### config.mk
export PLATFORM = sky130hd
export DESIGN_NAME = x2050roar
export DESIGN_NICKNAME = d
export VERILOG_FILES = /design/src/rtl/x2050roar.sv
export SDC_FILE = /design/constraint.sdc
export NUM_CORES = 1
export LEC_CHECK = 0
export CORE_ASPECT_RATIO = 1.25
export CORE_MARGIN = 4
export CORE_UTILIZATION = 38
export CTS_BUF_LIST = sky130_fd_sc_hd__clkbuf_4 sky130_fd_sc_hd__clkbuf_8
export DETAILED_ROUTE_END_ITERATION = 7
export GPL_TIMING_DRIVEN = 0
export PLACE_DENSITY = 0.82
export RECOVER_POWER = 25
export SLEW_MARGIN = 20
export SYNTH_ARGS = -nofsm -noshare
export SYNTH_HDL_FRONTEND = slang
export SYNTH_SLANG_ARGS = --single-unit
### constraint.sdc
create_clock -name i_clk -period 3.8 [get_ports i_clk]
set_clock_uncertainty 0.05 [all_clocks]
set_input_delay 0.38 -clock i_clk [delete_from_list [all_inputs] [get_ports i_clk]]
set_output_delay 0.38 -clock i_clk [all_outputs]
set_load 0.01 [all_outputs]
### src/rtl/x2050roar.sv
// x2050roar: ROS address register (ROAR) sequencer with a registered microword
// stage and a valid/ready handshake toward the microword consumer.
module x2050roar #(
  parameter logic [11:0] RESET_ADDR = 12'h000,
  parameter bit          AUTOSTART  = 1'b0
) (
  input  logic        i_clk,
  input  logic        i_reset,
  output logic [11:0] o_ros_addr,
  input  logic [89:0] i_ros_data,
  input  logic        i_start,
  input  logic [11:0] i_start_addr,
  input  logic [1:0]  i_cond,
  input  logic        i_stop,
  output logic [89:0] o_rosdr,
  output logic        o_valid,
  input  logic        i_ready,
  output logic        o_halted,
  output logic [15:0] o_count
);
  typedef enum logic [1:0] {IDLE, FETCH, PRESENT, HALT} state_t;
  localparam state_t RESET_STATE = AUTOSTART ? FETCH : IDLE;

  state_t      r_state, w_next;
  logic [11:0] r_roar;
  logic [89:0] r_rosdr;
  logic        r_valid, r_halted;
  logic [15:0] r_count;
  logic        w_hs, w_start, w_hold;
  logic [1:0]  w_mode;
  logic [11:0] w_base, w_next_addr;

  assign w_hs    = (r_state == PRESENT) & i_ready;
  assign w_start = ((r_state == IDLE) | (r_state == HALT)) & i_start;
  assign w_base  = r_rosdr[11:0];
  assign w_mode  = r_rosdr[13:12];
  assign w_hold  = w_mode == 2'b11;
  // Next address is purely bitwise: no sequential increment exists.
  assign w_next_addr = w_mode == 2'b00 ? w_base :
                       w_mode == 2'b01 ? {w_base[11:1], w_base[0] | i_cond[0]} :
                                         {w_base[11:2], i_cond};

  always_ff @(posedge i_clk or posedge i_reset)
    if (i_reset) r_state <= RESET_STATE;
    else         r_state <= w_next;

  always_comb begin
    w_next = r_state;
    case (r_state)
      IDLE:    w_next = i_start ? FETCH : IDLE;
      FETCH:   w_next = PRESENT;
      PRESENT: w_next = !i_ready ? PRESENT : i_stop ? IDLE : w_hold ? HALT : FETCH;
      HALT:    w_next = i_start ? FETCH : i_stop ? IDLE : HALT;
      default: w_next = IDLE;
    endcase
  end

  always_ff @(posedge i_clk or posedge i_reset)
    if (i_reset) begin
      r_roar   <= RESET_ADDR;
      r_rosdr  <= '0;
      r_valid  <= 1'b0;
      r_halted <= 1'b0;
      r_count  <= '0;
    end else begin
      if (w_start) r_roar <= i_start_addr;
      else if (w_hs && !i_stop && !w_hold) r_roar <= w_next_addr;
      if (r_state == FETCH) begin
        r_rosdr <= i_ros_data;
        r_valid <= 1'b1;
      end
      if (w_hs) begin
        r_valid <= 1'b0;
        r_count <= r_count + 16'd1;
      end
      // Start beats stop when both arrive in HALT; either one clears the flag.
      if (w_hs && !i_stop && w_hold) r_halted <= 1'b1;
      else if (r_state == HALT && (i_start || i_stop)) r_halted <= 1'b0;
    end

  always_comb begin
    o_ros_addr = r_roar;
    o_rosdr    = r_rosdr;
    o_valid    = r_valid;
    o_halted   = r_halted;
    o_count    = r_count;
  end
endmodule
==> qor.yml <==
mostFrequentLayoutCell: "clkdlybuf4s50_1"
synth_nets: 443
reg2reg_slack_ns: 1.64
cp_max_fo: 66
finalMaxSlewViolations: 0
nets: 691
fmax_ghz: 0.428
fillers: 995
powerDensity_mw_per_mm2: 816
synth_top_area_frac: 0.632
grt_usage: 0.182
rows: 45
cap_violations: 0
syn_area_mm2: 0.00483
start_util: 0.393
status: "finished clean"
num_vias: 3562
die_h_um: 134
synthCells: 329
drive_gt1_frac: 0.236
max_slew.worst_pin.slew_ns: 1.38
r2r_end: "o_rosdr[9]"
antenna_cells: 0
cp-start-kind: "input pin"
synth-seq-cells: 122
pin_count: 229
drc: 0
post_cts_resized: 0
ir_drop_v: 0.000403
mostFrequentLayoutCells: "227 x clkdlybuf4s50_1, 122 x dfrtp_1, 91 x mux2_2"
cts_root_buf: "clkbuf_8"
setup_viol: 0
final.min_clock_period_ns: 2.34
grt_pass1_vias: 3990
wl_per_cell_um: 17.4
hpwl_um: 10100
clock_latency_ns: 0.41
crit_arrival_ns: 2.58
synth_top_area_cell: "dfrtp_1"
ys_top_cells_by_area: "dfrtp_1 63%, mux2_2 21%, mux2i_1 2.5%"
hold_depth: 1
rsz0062_at_grt: "false"
htree_num_levels: 4
drtAntennaViolNets: 0
yosys_warnings: 0
first_pass_iters: 4
synth-seq-area-share: 0.632
place.gp.congestion: 0.745
setup_tns_ns: 0
core_mm2: 0.0123
slew-limit-headroom: 0.0771
r2r_start: "r_state[1]"
cts_tree: "built"
clkSinkCount: 122
numPortBuffers: 228
synth.distinct_cells: 27
overflow: 0
grt_start_max_net_pins: 67
worstSetupPathType: "input pin to async pin"
grt_pass1_wl_um: 20500
drt-total-wl_um: 13100
end_kind: "async pin"
numCtsBuffers: 17
post-route-util: 0.628
cts_buffer_depth: 2
cts_hold_buf: 0
timing.final.ws_setup_ns: 1.46
drt_iter0_drc: 89
min_to: "o_count[15]"
total_leakage_power_nw: 3.18
hp-class: "flop to flop"
die-area_mm2: 0.0146
min_from: "o_count[15]"
postCtsSetupBuffers: 0
vias_per_cell: 4.73
place_worst_setup_slack_ns: 1.55
synthesis.area_per_instance_um2: 14.7
required_ns: 4.04
syn_to_final_growth_pct: 59.7
rr_worst_depth: 5
antenna_found_initial: 0
die_w_um: 109
hold_viol_final: 0
startpoint: "i_reset"
period_share: 0.615
clk_pin_slew_ns: 0.08
-- state kept, by name, summed over array words and instances (netlist names) --
signal	count
o_halted	1
r_state	2
o_valid	1
o_ros_addr	12
o_rosdr	90
o_count	16
-- how the worst max path moves through the flow --
stage / to
final: o_rosdr[29]
after global routing: o_rosdr[29]
after CTS: o_rosdr[4]
after detailed placement: o_ros_addr[1]
after global placement: o_rosdr[24]
after floorplan: o_count[0]
-- layout make-up --
cell class / instances / area, um^2 / share of cell area
Timing Repair Buffer: 229 / 2290 / 0.297
Clock inverter: 11 / 124 / 0.0161
Inverter: 6 / 27.5 / 0.00357
Buffer: 13 / 71.3 / 0.00925
Clock buffer: 20 / 263 / 0.0341
Multi-Input combinational cell: 188 / 1680 / 0.218
Tap cell: 164 / 205 / 0.0266
Sequential cell: 122 / 3050 / 0.396
-- cells by family (layout without fill, tap and decap cells) --
kind of cell	Yosys count	after routing	synth area share
fa+ha+maj	5	5	0.0130
xor+xnor	15	15	0.0272
simple gates	43	43	0.0448
mux	103	103	0.237
flops	122	122	0.632
buf+inv	19	279	0.0194
compound gates	22	22	0.0259
-- metal layers --
layer / vias to the layer above / share of wire / track usage / wire length (um)
met3: 11 / 0.094 / 0.0741 / 1230
li1: 1644 / - / - / -
met1: 1757 / 0.36 / 0.197 / 4760
met5: - / 0 / 0 / 0
met4: 0 / 0.013 / 0.0547 / 165
met2: 150 / 0.53 / 0.323 / 6970
-- worst max-delay path, stage by stage --
cell	delay, ns
dlygate4sd3_1	0.59
inv_6	0.43
clkbuf_2	1.11
-- metrics by stage --
stage | cell area, um^2 | cells | power (mW) | hold WS (ns)
floorplan | 4830 | 329 | 3.59 | 0.419
global placement | 7310 | 721 | 5.13 | 0.421
detailed placement | 7350 | 722 | 5.26 | 0.428
CTS | 7730 | 753 | 6.40 | 0.372
global route | 7710 | 753 | 6.68 | 0.447
finish | 7710 | 753 | 6.29 | 0.439
-- cells in the mapped netlist --
cell type / instances
dfrtp_1: 122
mux2_2: 91
nand2_1: 17
mux2i_1: 12
xnor2_1: 12
o21ai_1: 10
buf_2: 9
nor2_1: 9
nand4_1: 7
ha_1: 5
inv_1: 5
o21ai_0: 5
nand3_1: 4
clkbuf_1: 3
xor2_1: 3
a21oi_1: 2
and4_1: 2
o21ai_2: 2
a221oi_1: 1
and2_0: 1
and3_1: 1
buf_8: 1
inv_2: 1
nand2_2: 1
nor3b_4: 1
o22ai_1: 1
o31ai_1: 1
-- power by group --
part	switching, mW	internal [mW]
Combinational	1.13	1.77
Clock	0.508	0.610
Sequential	0.361	1.91
Total	2.00	4.29
Note: power is estimated with default switching activity, not from simulation.
